## config.mk

```make
export PLATFORM = sky130hd
export DESIGN_NAME = line_endpoint_staging
export DESIGN_NICKNAME = d
export VERILOG_FILES = /design/src/rtl/line_pkg.sv /design/src/rtl/line_endpoint_normalize.sv /design/src/rtl/line_endpoint_staging.sv
export SDC_FILE = /design/constraint.sdc
export NUM_CORES = 1
export LEC_CHECK = 0
export CAP_MARGIN = 10
export CORE_MARGIN = 2
export CORE_UTILIZATION = 44
export CTS_BUF_LIST = sky130_fd_sc_hd__clkbuf_4 sky130_fd_sc_hd__clkbuf_8 sky130_fd_sc_hd__clkbuf_16
export CTS_CLUSTER_SIZE = 24
export DETAILED_ROUTE_END_ITERATION = 8
export PLACE_DENSITY_LB_ADDON = 0.3
export SLEW_MARGIN = 5
export SYNTH_ARGS = -nofsm -noshare
export SYNTH_HDL_FRONTEND = slang
export SYNTH_SLANG_ARGS = --single-unit
```

## constraint.sdc

```tcl
create_clock -name clk_in -period 7.2 [get_ports clk_in]
set_input_delay 1.44 -clock clk_in [delete_from_list [all_inputs] [get_ports clk_in]]
set_output_delay 1.44 -clock clk_in [all_outputs]
set_load 0.01 [all_outputs]
```

## src/rtl/line_pkg.sv

```systemverilog
// Shared constants and types for the line endpoint staging block.
// Holds the default 720p timing, coordinate widths, the packed endpoint
// payload and the staging state encoding.
package line_pkg;

  localparam int unsigned X_W = 11;
  localparam int unsigned Y_W = 10;

  localparam int unsigned H_ACTIVE_DEF = 1280;
  localparam int unsigned V_ACTIVE_DEF = 720;
  localparam int unsigned H_TOTAL_DEF  = 1650;
  localparam int unsigned V_TOTAL_DEF  = 750;

  // One line segment, point 1 always has the smaller (or equal) x.
  typedef struct packed {
    logic [X_W-1:0] x1;
    logic [Y_W-1:0] y1;
    logic [X_W-1:0] x2;
    logic [Y_W-1:0] y2;
  } endpoint_t;

  typedef enum logic {
    ST_EMPTY   = 1'b0,
    ST_PENDING = 1'b1
  } stage_state_e;

endpackage

```

## src/rtl/line_endpoint_normalize.sv

```systemverilog
// Combinational endpoint normalizer for the line sprite.
// Optionally clamps each coordinate to the visible area, orders the pair so
// x1 <= x2 (ties keep input order) and flags slopes steeper than 45 degrees.
// Optional feature: LINE_ENDPOINT_CLAMP_EN enables clamping to
// H_ACTIVE-1 / V_ACTIVE-1 before the swap decision.
// Ports:
//   xa, ya, xb, yb : raw endpoint pair
//   ep_c           : normalized endpoint pair
//   steep_c        : |y2-y1| > x2-x1 for the normalized pair
module line_endpoint_normalize
  import line_pkg::*;
`ifdef LINE_ENDPOINT_CLAMP_EN
#(
  parameter int unsigned H_ACTIVE = H_ACTIVE_DEF,
  parameter int unsigned V_ACTIVE = V_ACTIVE_DEF
)
`endif
(
  input  logic [X_W-1:0] xa,
  input  logic [Y_W-1:0] ya,
  input  logic [X_W-1:0] xb,
  input  logic [Y_W-1:0] yb,
  output endpoint_t      ep_c,
  output logic           steep_c
);

  logic [X_W-1:0] xa_k;
  logic [X_W-1:0] xb_k;
  logic [Y_W-1:0] ya_k;
  logic [Y_W-1:0] yb_k;

`ifdef LINE_ENDPOINT_CLAMP_EN
  localparam logic [X_W-1:0] X_MAX = X_W'(H_ACTIVE - 1);
  localparam logic [Y_W-1:0] Y_MAX = Y_W'(V_ACTIVE - 1);

  // Saturate to the last visible column/row.
  always_comb begin
    xa_k = (xa > X_MAX) ? X_MAX : xa;
    xb_k = (xb > X_MAX) ? X_MAX : xb;
    ya_k = (ya > Y_MAX) ? Y_MAX : ya;
    yb_k = (yb > Y_MAX) ? Y_MAX : yb;
  end
`else
  always_comb begin
    xa_k = xa;
    xb_k = xb;
    ya_k = ya;
    yb_k = yb;
  end
`endif

  // Order by x; equal x keeps point a as point 1.
  always_comb begin
    if (xa_k > xb_k) begin
      ep_c = '{x1: xb_k, y1: yb_k, x2: xa_k, y2: ya_k};
    end else begin
      ep_c = '{x1: xa_k, y1: ya_k, x2: xb_k, y2: yb_k};
    end
  end

  // 12-bit signed differences of zero-extended values cannot overflow.
  logic signed [11:0] dx;
  logic signed [11:0] dy;
  logic signed [11:0] ady;

  always_comb begin
    dx      = $signed({1'b0, ep_c.x2}) - $signed({1'b0, ep_c.x1});
    dy      = $signed({2'b00, ep_c.y2}) - $signed({2'b00, ep_c.y1});
    ady     = (dy < 0) ? -dy : dy;
    steep_c = (ady > dx);
  end

endmodule

```

## src/rtl/line_endpoint_staging.sv

```systemverilog
// Double-buffered endpoint staging for a line sprite.
// A new endpoint pair is accepted into a one-deep shadow register and only
// becomes visible on the outputs at the frame-end pixel, so the sprite sees
// stable endpoints for a whole frame. A re-init pulse is issued every frame.
// Optional feature: LINE_ENDPOINT_CLAMP_EN (clamp coordinates to the active area).
// Ports:
//   clk_in, rst_in           : pixel clock, synchronous active-high reset
//   hcount_in, vcount_in     : current raster position
//   pt_valid_in/pt_ready_out : endpoint offer handshake (ready = shadow empty)
//   xa_in, ya_in, xb_in, yb_in : raw endpoints
//   x1_out..y2_out           : committed endpoints, x1_out <= x2_out
//   line_rst_out             : one-cycle pulse after every frame end
//   steep_out                : committed slope steeper than the sprite supports
//   commit_out               : one-cycle pulse when new endpoints take effect
module line_endpoint_staging
  import line_pkg::*;
#(
  parameter int unsigned H_ACTIVE = H_ACTIVE_DEF,
  parameter int unsigned V_ACTIVE = V_ACTIVE_DEF,
  parameter int unsigned H_TOTAL  = H_TOTAL_DEF,
  parameter int unsigned V_TOTAL  = V_TOTAL_DEF
) (
  input  logic           clk_in,
  input  logic           rst_in,
  input  logic [X_W-1:0] hcount_in,
  input  logic [Y_W-1:0] vcount_in,
  input  logic           pt_valid_in,
  output logic           pt_ready_out,
  input  logic [X_W-1:0] xa_in,
  input  logic [Y_W-1:0] ya_in,
  input  logic [X_W-1:0] xb_in,
  input  logic [Y_W-1:0] yb_in,
  output logic [X_W-1:0] x1_out,
  output logic [Y_W-1:0] y1_out,
  output logic [X_W-1:0] x2_out,
  output logic [Y_W-1:0] y2_out,
  output logic           line_rst_out,
  output logic           steep_out,
  output logic           commit_out
);

  // Reject timing that cannot be represented by the raster counters.
  if (H_ACTIVE == 0 || H_ACTIVE > H_TOTAL || V_ACTIVE == 0 || V_ACTIVE > V_TOTAL ||
      H_TOTAL > (2 ** X_W) || V_TOTAL > (2 ** Y_W)) begin : g_bad_timing
    $error("line_endpoint_staging: inconsistent timing parameters");
  end

  endpoint_t    norm_ep_c;
  logic         norm_steep_c;

`ifdef LINE_ENDPOINT_CLAMP_EN
  line_endpoint_normalize #(
    .H_ACTIVE (H_ACTIVE),
    .V_ACTIVE (V_ACTIVE)
  ) u_normalize (
    .xa      (xa_in),
    .ya      (ya_in),
    .xb      (xb_in),
    .yb      (yb_in),
    .ep_c    (norm_ep_c),
    .steep_c (norm_steep_c)
  );
`else
  line_endpoint_normalize u_normalize (
    .xa      (xa_in),
    .ya      (ya_in),
    .xb      (xb_in),
    .yb      (yb_in),
    .ep_c    (norm_ep_c),
    .steep_c (norm_steep_c)
  );
`endif

  stage_state_e state_q, state_d;
  endpoint_t    shadow_q, shadow_d;
  logic         shadow_steep_q, shadow_steep_d;
  endpoint_t    ep_q, ep_d;
  logic         steep_q, steep_d;
  logic         line_rst_q, line_rst_d;
  logic         commit_q, commit_d;
  logic         frame_end_c;

  assign frame_end_c = (hcount_in == X_W'(H_TOTAL - 1)) &&
                       (vcount_in == Y_W'(V_TOTAL - 1));

  // State and output registers.
  always_ff @(posedge clk_in) begin
    if (rst_in) begin
      state_q        <= ST_EMPTY;
      shadow_q       <= '0;
      shadow_steep_q <= 1'b0;
      ep_q           <= '0;
      steep_q        <= 1'b0;
      line_rst_q     <= 1'b0;
      commit_q       <= 1'b0;
    end else begin
      state_q        <= state_d;
      shadow_q       <= shadow_d;
      shadow_steep_q <= shadow_steep_d;
      ep_q           <= ep_d;
      steep_q        <= steep_d;
      line_rst_q     <= line_rst_d;
      commit_q       <= commit_d;
    end
  end

  // Next state: accept into the shadow when empty, publish at frame end.
  // An accept on the frame-end edge only fills the shadow; it is published
  // at the following frame end.
  always_comb begin
    state_d        = state_q;
    shadow_d       = shadow_q;
    shadow_steep_d = shadow_steep_q;
    ep_d           = ep_q;
    steep_d        = steep_q;
    line_rst_d     = frame_end_c;
    commit_d       = 1'b0;
    case (state_q)
      ST_EMPTY: begin
        if (pt_valid_in) begin
          shadow_d       = norm_ep_c;
          shadow_steep_d = norm_steep_c;
          state_d        = ST_PENDING;
        end
      end
      ST_PENDING: begin
        if (frame_end_c) begin
          ep_d     = shadow_q;
          steep_d  = shadow_steep_q;
          commit_d = 1'b1;
          state_d  = ST_EMPTY;
        end
      end
      default: state_d = ST_EMPTY;
    endcase
  end

  assign pt_ready_out = (state_q == ST_EMPTY);
  assign x1_out       = ep_q.x1;
  assign y1_out       = ep_q.y1;
  assign x2_out       = ep_q.x2;
  assign y2_out       = ep_q.y2;
  assign steep_out    = steep_q;
  assign line_rst_out = line_rst_q;
  assign commit_out   = commit_q;

endmodule
```

; Word level (Yosys, flattened, before mapping)
; Index checks and enable logic that the tools add are counted.
[word_totals]
out_inout_bits = 46
mem_count = 0
latch_bits = 0
reg_bits = 89
ram_bits = 0
mem_bits_ro = 0
inputBits = 66
[op_classes]
n_mux = 6
bitwise = 1
magnitude_cmp = 3
shifts = 0
n_div = 0
multipliers = 0
n_addsub = 3
reduce_logical = 4
eq_ne = 2
[op_table]
columns = operator, n
row1 = $mux 42, 1
row2 = $gt 12x12->1, 1
row3 = $mux 12, 1
row4 = $neg 11->12, 1
row5 = $sub 11x11->12, 1
row6 = $eq 11x11->1 const B, 1
row7 = $gt 11x11->1, 1
row8 = $lt 11x1->1 const B, 1
row9 = $sub 10x10->11, 1
row10 = $eq 10x10->1 const B, 1
row11 = $reduce_and 2->1, 2
row12 = $mux 1, 3
row13 = $pmux 1 s2, 1
row14 = $reduce_or 2->1, 1
row15 = $logic_and 1x1->1, 1
row16 = $not 1->1, 1

; Logic depth before layout (Yosys ltp)
; Gate-level depths: netlist of run 1.
[depth]
word_depth = 6
mapped_depth = 28

; Modules after synthesis
; A second synthesis of run 1 with hierarchy kept.
[unflattened]
cells_unflattened = 794
hier_area_um2 = 5990.7
[by_module_without_submodules]
columns = mod, cells_each, n_inst, area_per_inst_um2
row1 = line_endpoint_staging, 408, 1, 3408.3
row2 = line_endpoint_normalize, 386, 1, 2582.5

; Least setup slack after synthesis of run 1
; OpenSTA, ideal clock, no wires.
[synth_path]
path_kind = input to register
startpoint = input xb_in[8]
endpoint = register shadow_steep_q
stages = 27
setup_slack_ps = 690
n_path_buf = 3
arrival_ps = 6395
cell_sequence = inv_1 ha_1 nand4_2 or4_1 buf_2 o21a_1 buf_6 o31ai_2 inv_1 ha_1 a221oi_1 and2_1 o21ai_0 a41o_1 clkbuf_1 mux2_2 ha_1 nor2b_1 o21a_1 o21a_1 o21a_1 o21a_1 o21a_1 o21a_1 o21ai_0 a211oi_1 o21a_1
[synth_between]
elab_chain_len = 6
elab_cells_between_ends = 8
classes_between = add/sub: 3 / order compare: 3 / mux: 2
[synth_lines]
columns = item, line_no
row1 = "start, declared", line_endpoint_staging.sv:31  ; input logic [X_W-1:0] xb_in,
row2 = $gt 11x11->1, line_endpoint_normalize.sv:54  ; if (xa_k > xb_k) begin
row3 = $mux 42 (*), line_endpoint_normalize.sv:54
row4 = $sub 10x10->11, line_endpoint_normalize.sv:68  ; dy = $signed({2'b00, ep_c.y2}) - $signed({2'b00, ep_c.y1});
row5 = $neg 11->12 / $lt 11x1->1 (equally long branches), line_endpoint_normalize.sv:69  ; ady = (dy < 0) ? -dy : dy;
row6 = $mux 12, line_endpoint_normalize.sv:69
row7 = $gt 12x12->1 (*), line_endpoint_normalize.sv:70  ; steep_c = (ady > dx);
row8 = "end signal, assigned", line_endpoint_staging.sv:99  ; shadow_steep_q <= shadow_steep_d;
row9 = "end, declared", line_endpoint_staging.sv:76  ; logic shadow_steep_q, shadow_steep_d;
; Mark *: on every way between the ends. The rest lies on a longest branch, timed or not.
; A chain may end at the register's enable or synchronous reset.

; Final worst setup path of run 1
; Ends and elaborated chain as after synthesis.

==> results of run 1 <==
## stage by stage
step / utilization / instance area [um2] / setup slack, ns / power [mW]
finish: 0.573 / 7230 / 0.627 / 1.50
global route: 0.573 / 7230 / 0.161 / 1.58
CTS: 0.573 / 7230 / 0.604 / 1.50
detailed placement: 0.547 / 6900 / 0.264 / 0.999
global placement: 0.547 / 6900 / 0.348 / 0.990
floorplan: - / 5670 / 0.690 / 0.866
## layer usage
metal / track usage / vias up
li1: - / 2826
met1: 0.300 / 2503
met2: 0.353 / 151
met3: 0.0339 / 24
met4: 0.0685 / 0
met5: 0 / -
## cells in the final DEF, fill, tap and decap left out, types with 3 or more instances in the layout
cell	synthesis	layout
a211oi_1	36	36
a21oi_1	72	72
a311oi_1	12	12
a31oi_1	6	6
and2_1	3	3
and3_1	3	3
buf_4	0	10
clkbuf_16	0	9
clkdlybuf4s50_1	0	110
dfxtp_1	89	89
ha_1	26	26
inv_1	31	31
maj3_1	7	7
mux2_2	5	5
mux2i_1	27	27
nand2_1	132	132
nand2b_1	12	12
nand3_1	15	15
nand4_1	5	5
nand4b_1	3	3
nor2_1	85	84
nor2b_1	12	11
nor3_1	11	11
nor4_1	4	4
o211ai_1	8	8
o21a_1	9	9
o21ai_0	14	14
o221ai_1	3	3
o22ai_1	4	4
or4_1	3	3
xnor2_1	20	20
xor2_1	11	11
## kinds of logic (layout without fill, tap and decap cells)
family          Yosys count  count (layout)  share of synthesized area
xor+xnor                 31              31                     0.0479
fa+ha+maj                33              33                     0.0697
compound gates          189             189                      0.222
mux                      32              32                     0.0576
buf+inv                  78             168                     0.0536
flops                    89              89                      0.314
simple gates            299             299                      0.234
other cells               1               1                   0.000661
## cell type report
| cell class | count | area [um2] |
|---|---|---|
| Fill cell | 1163 | 5390 |
| Multi-Input combinational cell | 585 | 3600 |
| Sequential cell | 89 | 1780 |
| Timing Repair Buffer | 121 | 1180 |
| Clock buffer | 9 | 225 |
| Tap cell | 172 | 215 |
| Inverter | 31 | 116 |
| Clock inverter | 7 | 101 |
## registers in the layout, indices dropped and copies added (netlist names), 10 cells and up
name and flops:
y2_out 10, x1_out 11, x2_out 11, y1_out 10
shadow_q 42
## power groups by stage
stage / combinational, mW / sequential (mW) / clock (mW)
2_1_floorplan: 0.333 / 0.533 / 0
3_3_place_gp: 0.454 / 0.536 / 0
3_5_place_dp: 0.462 / 0.537 / 0
4_1_cts: 0.466 / 0.526 / 0.509
5_1_grt: 0.520 / 0.528 / 0.528
6_report: 0.468 / 0.526 / 0.503
## critical path, stage by stage
cell	delay [ns]
clkdlybuf4s50_1	0.54
inv_1	0.06
ha_1	0.40
nand4_2	0.20
or4_1	0.58
buf_4	0.18
and3_1	0.17
o21ai_1	0.09
o31ai_2	0.09
inv_1	0.06
ha_1	0.17
a221oi_1	0.10
and2_1	0.19
o21ai_0	0.16
a41o_1	0.20
mux2_2	0.34
ha_1	0.30
nor2b_1	0.13
o21a_1	0.17
o21a_1	0.17
o21a_1	0.16
o21a_1	0.16
o21a_1	0.16
o21a_1	0.16
o21ai_0	0.14
a211oi_1	0.09
o21a_1	0.17
## how the worst min path moves through the flow
stage / from / end / slack (ns) / cells after the start
6_report: x1_out[7] / x1_out[7] / 0.45 / 2
5_1_grt: shadow_q[15] / x2_out[5] / 0.47 / 2
3_3_place_gp: x1_out[4] / x1_out[4] / 0.44 / 2
3_5_place_dp: x1_out[10] / x1_out[10] / 0.45 / 2
4_1_cts: x1_out[7] / x1_out[7] / 0.45 / 2
2_1_floorplan: shadow_steep_q / steep_out / 0.44 / 2
==> out/qor.txt, run 1 <==
Most instantiated cells after synthesis - nand2_1 (132), dfxtp_1 (89), nor2_1 (85), a21oi_1 (72), clkbuf_1 (42)
Synth Area per Inst - 7.54 um2
Core footprint - 0.0126 mm2
Iter 0 DRT Violations - 370
Arrival @ worst endpoint - 6.81 ns
Initial antenna violation count - 0
# Post-CTS Setup Buffers - 0
Share of the synthesized area in the top cell type - 0.314
DRT Pass-1 Iters - 5
Cell taking the most area after synthesis - dfxtp_1
Flops & latches, synth - 89
CP required - 7.44 ns
Cell variety after synth - 59
Shortest period the worst path allows - 6.57 ns
Power Density - 207 mW/mm2
Final Slew Violations - 0
Crit Path Category - input pin to register
Syn Nets - 844
Mapped cell area - 0.00567 mm2
Status - finished, final reports clean
Most frequent cell after synthesis - nand2_1
CP max FO - 6
Worst Max-Slew Pin Slew - 0.880 ns
FF-to-FF path depth - 4
Most common flop cell mapped by yosys - dfxtp_1
Via count - 5504
Launch point of the worst reg-to-reg path - state_q
Uppermost routed layer - met4
Start point of the critical path - xb_in[8]
Setup TNS - 0 ns
Post-synth EDFFs - 0
Final setup viols - 0
WL/cell - 15.1 um
LEAKAGE - 2.71 nW
WHS - 0.449 ns
Max-cap violations - 0
Proportion of layout cells with a drive suffix above 1 - 0.0511
Seq/Total Area, Yosys - 0.314
Clk root buf - clkbuf_16
Async SR Flop Fraction - 0
Routability cong. - 0.903
Clk pin slew, worst setup/hold paths - 0.07 ns
Final Hold Fails - 0
RSZ-0062 raised after global routing - false
Latest clock arrival within the worst-skew pair - 0.34 ns
Sequential fraction of design power - 0.351
Period Utilization, post-route - 0.913
Clock power frac - 0.336
Die area - 0.0138 mm2
GR Util All Layers - 0.219
DRT Wirelength - 15300 um
Diode count - 0
Met3 WL - 786 um
Area grow syn2layout - 27.4%
Core Rows - 41
First-pass GRT wire length - 25300 um
R2R Path End - shadow_steep_q
Post-route DRC - 0
Cells after Synth - 752
Crit path capture type - register
I/O Buffers - 111
Vias per inst - 5.43
Die span in x - 118 um
Clk buf depth - 2
Initial core utilization - 0.450
DIE HEIGHT - 118 um
Placed Cells - 998
Met2 WL - 6790 um
Crit path capture - shadow_steep_q
H-tree levels - 3
# clock sinks - 89
Hold_buf cts - 0
Hpwl dp - 11700 um
F_max - 0.152 GHz
Total I/O pin count - 112
Vias in the first global route - 5173
Resized cells post-CTS - 0
GRT overflow - 0
Antenna viol nets, final - 0
CTS tree - done
NumNets Final - 929
Combinational group share of total power - 0.313
Total CTS buffers - 9
R2R Setup Slk - 5.55 ns
M1 WL - 7450 um
Sw Ratio - 0.314
Worst Setup Start Kind - input pin
P_int - 1.03 mW
Ys Warns - 0
Synth top area cells - dfxtp_1 (31%), nand2_1 (8.7%), a21oi_1 (6.4%), ha_1 (5.7%), nor2_1 (5.6%)
Finished Layout Cells - 1014
Psw - 0.470 mW
Peak VDD IR - 122 uV
Hold crit path type - register to register
Worst relative slew slack - 0.414
Clock Skew - 0.00632 ns
Largest net degree at the start of global routing - 90
(Power assumes the default switching activity.)
==> run 2, diff against run 1 <==
--- a/config.mk
+++ b/config.mk
@@ -11,7 +11,9 @@
 export CTS_BUF_LIST = sky130_fd_sc_hd__clkbuf_4 sky130_fd_sc_hd__clkbuf_8 sky130_fd_sc_hd__clkbuf_16
 export CTS_CLUSTER_SIZE = 24
 export DETAILED_ROUTE_END_ITERATION = 8
+export GPL_TIMING_DRIVEN = 0
 export PLACE_DENSITY_LB_ADDON = 0.3
+export REMOVE_ABC_BUFFERS = 1
 export SLEW_MARGIN = 5
 export SYNTH_ARGS = -nofsm -noshare
 export SYNTH_HDL_FRONTEND = slang
==> run 2 against run 1 <==
Against the previous run: setup slack lost 0.36 ns; non-clock buffer count grew 6; fmax shrank 5.2%; critical path type unchanged; largest cell class unchanged; largest power group unchanged.
==> out/qor.txt, run 2 (same netlist as run 1, synthesis figures left out) <==
Die area - 0.0138 mm2 (unchanged)
Diode count - 0 (unchanged)
Start point of the critical path - xb_in[4]
WHS - 0.447 ns (-0.00216 ns)
First-pass GRT wire length - 24200 um (-4.3%)
Peak VDD IR - 107 uV (-12%)
Total power - 1.44 mW (-4.1%)
Period Utilization, post-route - 0.963 (+0.0496)
Total I/O pin count - 112 (unchanged)
Worst Max-Slew Pin Slew - 0.917 ns (+0.0372 ns)
Worst relative slew slack - 0.386 (-0.0271)
H-tree levels - 3 (unchanged)
Core Rows - 41 (unchanged)
Max incr delay on CP - 0.54 ns (-0.04 ns)
Placed Cells - 994 (-0.40%)
Placed cell area - 0.00695 mm2 (+0.80%)
Commonest non-fill, non-tap cells in the layout - nand2_1 (132), clkdlybuf4s50_1 (105), dfxtp_1 (89)
Latest clock arrival within the worst-skew pair - 0.34 ns (about the same)
Vias in the first global route - 5222 (+0.95%)
Iter 0 DRT Violations - 333 (-10%)
Hold crit path type - register to register
Clk root buf - clkbuf_16
Proportion of layout cells with a drive suffix above 1 - 0.0731 (+0.0220)
Top Family by Delay on Critical Path - compound AO/OA/AOI/OAI gates
Setup TNS - 0 ns (unchanged)
CP max FO - 29 (+23)
Die span in x - 118 um (unchanged)
Final Util - 0.585 (+0.0129)
F_max - 0.144 GHz (-5.2%)
Crit Path Category - input pin to register
Core footprint - 0.0126 mm2 (unchanged)
FF-to-FF path depth - 4 (unchanged)
Total CTS buffers - 9 (unchanged)
Initial antenna violation count - 0 (unchanged)
Place WS - -0.765 ns (-1.03 ns)
# clock sinks - 89 (unchanged)
Worst Setup Start Kind - input pin
Final setup viols - 0 (unchanged)
Hold_buf cts - 0 (unchanged)
Power Density - 194 mW/mm2 (-6.2%)
LEAKAGE - 2.79 nW (+2.9%)
NumNets Final - 935 (+0.65%)
Post-Layout Inst Area - 0.00739 mm2 (+2.3%)
Final Slew Violations - 0 (unchanged)
Area grow syn2layout - 30.2%
Initial core utilization - 0.450 (unchanged)
Antenna viol nets, final - 0 (unchanged)
Status - finished, final reports clean
WHS Path Cells - 2 (unchanged)
Launch point of the worst reg-to-reg path - state_q
Top cell by count, worst path - o21a_1
Final Hold Fails - 0 (unchanged)
DIE HEIGHT - 118 um (unchanged)
Clk buf depth - 2 (unchanged)
Hpwl dp - 10300 um (-12%)
CP required - 7.44 ns (about the same)
Clk pin slew, worst setup/hold paths - 0.06 ns (about the same)
Hold Path End - x1_out[0]
Arrival @ worst endpoint - 7.17 ns (+0.36 ns)
WL/cell - 13.8 um (-8.6%)
CTS tree - done
I/O Buffers - 111 (unchanged)
R2R Setup Slk - 5.37 ns (-0.18 ns)
GRT overflow - 0 (unchanged)
Clock Skew - 0.00596 ns (-0.000370 ns)
Largest register FFs - 42 (unchanged)
Commonest non-fill, non-tap cell in the layout - nand2_1
Buf+Inv Stages, Crit Path - 4 (unchanged)
Finished Layout Cells - 1020 (+0.59%)
DRT Wirelength - 14100 um (-8.1%)
Via count - 5524 (+0.36%)
Max-cap violations - 0 (unchanged)
GR Util All Layers - 0.205 (-0.0137)
Crit path capture type - register
Vias per inst - 5.42 (-0.23%)
Routability cong. - 0.925 (+2.4%)
Worst path slowest cell - clkdlybuf4s50_1
Hold_sp - x1_out[0]
R2R Path End - shadow_q[13]
DRT Pass-1 Iters - 5 (unchanged)
Largest net degree at the start of global routing - 90 (unchanged)
Largest reg by FF count - shadow_q
Post-route DRC - 0 (unchanged)
Setup slack after layout - 0.270 ns (-0.357 ns)
Shortest period the worst path allows - 6.93 ns (+0.357 ns)
[run 2: changes by cell type in the layout (fill, tap and decap cells not counted), moves of 2 or more]
cell / change
clkdlybuf4s50_1: -5
clkinv_2: +2
bufinv_16: -2
ha_1: -6
buf_16: +2
dlymetal6s2s_1: +5
buf_12: +2
ha_2: +5
[run 2: repair_timing]
item                                    4_1_cts  5_1_grt
endpoints found under the setup margin        1        1
pin swaps                                     0        6
gates resized for setup                       6       15
buffers inserted                              0       10
[run 2: worst max path at each step]
stage | end | depth (start not counted)
3_3_place_gp | shadow_steep_q | 25
6_report | shadow_steep_q | 26
5_1_grt | shadow_steep_q | 26
4_1_cts | shadow_steep_q | 26
3_5_place_dp | shadow_steep_q | 26
2_1_floorplan | shadow_steep_q | 24
[run 2: final cells by class]
cell class / instances / area, um2
Sequential cell: 89 / 1780
Clock buffer: 10 / 233
Timing Repair Buffer: 127 / 1320
Fill cell: 1228 / 5230
Inverter: 31 / 116
Clock inverter: 6 / 42.5
Tap cell: 172 / 215
Multi-Input combinational cell: 585 / 3680
[run 2: worst min-delay path: cells and delay by family (launching register included)]
family | cells | cell delay (ns)
compound gates | 1 | 0.05
flops | 1 | 0.31
simple gates | 1 | 0.05
[run 2: power breakdown]
| part | total, mW | internal [mW] | switching, mW |
|---|---|---|---|
| clock network | 0.439 | 0.239 | 0.200 |
| registers | 0.525 | 0.514 | 0.0109 |
| logic | 0.473 | 0.221 | 0.252 |
[run 2: routing by layer]
metal  part of all wire  up-vias  wire (um)  track usage
met5                  0        -          0            0
met4              0.011        0        153       0.0602
met3              0.047       13        663       0.0470
met2               0.46      144       6450        0.337
met1               0.48     2535       6820        0.269
li1                   -     2832          -            -
==> run 3, diff against run 2 <==
--- a/config.mk
+++ b/config.mk
@@ -6,7 +6,6 @@
 export NUM_CORES = 1
 export LEC_CHECK = 0
 export CAP_MARGIN = 10
-export CORE_MARGIN = 2
 export CORE_UTILIZATION = 44
 export CTS_BUF_LIST = sky130_fd_sc_hd__clkbuf_4 sky130_fd_sc_hd__clkbuf_8 sky130_fd_sc_hd__clkbuf_16
 export CTS_CLUSTER_SIZE = 24
==> run 3 against run 2 <==
Against the previous run: sequential cell count stayed put; fmax shrank 0.66%; sequential share of layout area is 0.066 points higher; global-route usage is 0.95 points higher; critical path type unchanged; largest cell class unchanged.
==> out/qor.txt, run 3 (same netlist as run 1, synthesis figures left out) <==
Top Family by Delay on Critical Path - compound AO/OA/AOI/OAI gates
Commonest non-fill, non-tap cell in the layout - nand2_1
Largest reg by FF count - shadow_q
Clk root buf - clkbuf_16
Iter 0 DRT Violations - 384 (+15%)
Post-route DRC - 0 (unchanged)
Clock Skew - 0.0117 ns (+0.00575 ns)
R2R Path End - shadow_q[12]
Status - finished, final reports clean
Clk buf depth - 2 (unchanged)
Largest register FFs - 42 (unchanged)
LEAKAGE - 2.75 nW (-1.4%)
Proportion of layout cells with a drive suffix above 1 - 0.0675 (-0.00558)
First-pass GRT wire length - 23000 um (-5.0%)
DIE HEIGHT - 116 um (-1.7%)
Final setup viols - 0 (unchanged)
Antenna viol nets, final - 0 (unchanged)
Die span in x - 116 um (-1.7%)
GRT overflow - 0 (unchanged)
R2R Setup Slk - 5.58 ns (+0.21 ns)
Commonest non-fill, non-tap cells in the layout - nand2_1 (132), clkdlybuf4s50_1 (108), dfxtp_1 (89)
Fillers - 1188 (-3.3%)
CP required - 7.44 ns (about the same)
Area grow syn2layout - 29.9%
Worst path depth - 26 (unchanged)
Launch point of the worst reg-to-reg path - state_q
Hpwl dp - 10400 um (+0.72%)
Power Density - 196 mW/mm2 (+0.93%)
Diode count - 0 (unchanged)
Clk pin slew, worst setup/hold paths - 0.07 ns (about the same)
Vias in the first global route - 5070 (-2.9%)
Worst path slowest cell - or4_4
Via count - 5643 (+2.2%)
WL/cell - 14.3 um (+3.9%)
Peak VDD IR - 103 uV (-3.7%)
Place WS - -0.699 ns (+0.0659 ns)
Core footprint - 0.0126 mm2 (unchanged)
Worst relative slew slack - 0.386 (about the same)
Final Hold Fails - 0 (unchanged)
Buf+Inv Stages, Crit Path - 4 (unchanged)
NumNets Final - 931 (-0.43%)
Top cell by count, worst path - o21a_1
Routability cong. - 0.872 (-5.8%)
DRT Wirelength - 14600 um (+3.5%)
CP max FO - 29 (unchanged)
Hold_buf cts - 0 (unchanged)
# clock sinks - 89 (unchanged)
Vias per inst - 5.55 (+2.6%)
Crit Path Category - input pin to register
Hold crit path type - register to register
Total I/O pin count - 112 (unchanged)
Die area - 0.0134 mm2 (-3.4%)
Crit path capture - shadow_steep_q
Initial antenna violation count - 0 (unchanged)
Initial core utilization - 0.450 (unchanged)
I/O Buffers - 111 (unchanged)
DRT Pass-1 Iters - 5 (unchanged)
Start point of the critical path - xb_in[6]
Max-cap violations - 0 (unchanged)
FF-to-FF path depth - 4 (unchanged)
Total power - 1.45 mW (+0.66%)
Final Util - 0.584 (-0.00159)
Core Rows - 41 (unchanged)
Worst Setup Start Kind - input pin
Setup slack after layout - 0.224 ns (-0.0459 ns)
Worst Max-Slew Pin Slew - 0.921 ns (+0.00375 ns)
Total CTS buffers - 9 (unchanged)
H-tree levels - 3 (unchanged)
CTS tree - done
GR Util All Layers - 0.214 (+0.00951)
Shortest period the worst path allows - 6.98 ns (+0.0459 ns)
Latest clock arrival within the worst-skew pair - 0.35 ns (about the same)
Arrival @ worst endpoint - 7.22 ns (+0.05 ns)
Max incr delay on CP - 0.59 ns (+0.05 ns)
Largest net degree at the start of global routing - 90 (unchanged)
Period Utilization, post-route - 0.969 (+0.00637)
Setup TNS - 0 ns (unchanged)
F_max - 0.143 GHz (-0.66%)
Final Slew Violations - 0 (unchanged)
Crit path capture type - register
-- run 3: power by group --
group          leakage (nW)  internal, mW  total, mW  switching [mW]
sequential            0.727         0.514      0.525          0.0111
clock                 0.133         0.236      0.445           0.209
combinational          1.89         0.220      0.476           0.256
total                  2.75         0.970       1.45           0.476
-- run 3: metal layers --
| metal | routed length, um | global-route usage |
|---|---|---|
| met4 | 246 | 0.0797 |
| met1 | 6840 | 0.275 |
| met5 | 0 | 0 |
| met3 | 715 | 0.0377 |
| met2 | 6760 | 0.360 |
-- run 3: final cells by class --
| class | count | area [um2] | area share |
|---|---|---|---|
| Clock inverter | 7 | 51.3 | 0.00696 |
| Multi-Input combinational cell | 585 | 3680 | 0.499 |
| Sequential cell | 89 | 1780 | 0.242 |
| Clock buffer | 9 | 225 | 0.0306 |
| Tap cell | 172 | 215 | 0.0292 |
| Timing Repair Buffer | 123 | 1300 | 0.176 |
| Inverter | 31 | 116 | 0.0158 |
-- run 3: metrics by stage --
step           area, um2  instances  hold slack, ns
3_3_place_gp        6810        988           0.438
6_report            7370       1016           0.448
5_1_grt             7370       1016           0.465
3_5_place_dp        6980        995           0.444
2_1_floorplan       5490        705           0.431
4_1_cts             7280       1011           0.453
-- run 3: how the worst min path moves through the flow --
stage	startpoint	endpoint	slack, ns	cells after the start
global placement	x1_out[0]	x1_out[0]	0.44	2
global route	y2_out[0]	y2_out[0]	0.47	2
CTS	y2_out[0]	y2_out[0]	0.45	2
detailed placement	x1_out[6]	x1_out[6]	0.44	2
floorplan	shadow_steep_q	steep_out	0.43	2
finish	y2_out[0]	y2_out[0]	0.45	2
-- run 3: worst register-to-register path: stages, from the launching register on --
cell	delay [ns]
dfxtp_1	0.35
nor2b_4	0.58
buf_16	0.27
nor2_1	0.06
a311oi_1	0.26
-- run 3: timing repair --
action                                  CTS  global route
resized for setup                         4            13
pin swaps                                 0             3
setup buffers                             0             5
endpoints found under the setup margin    1             1
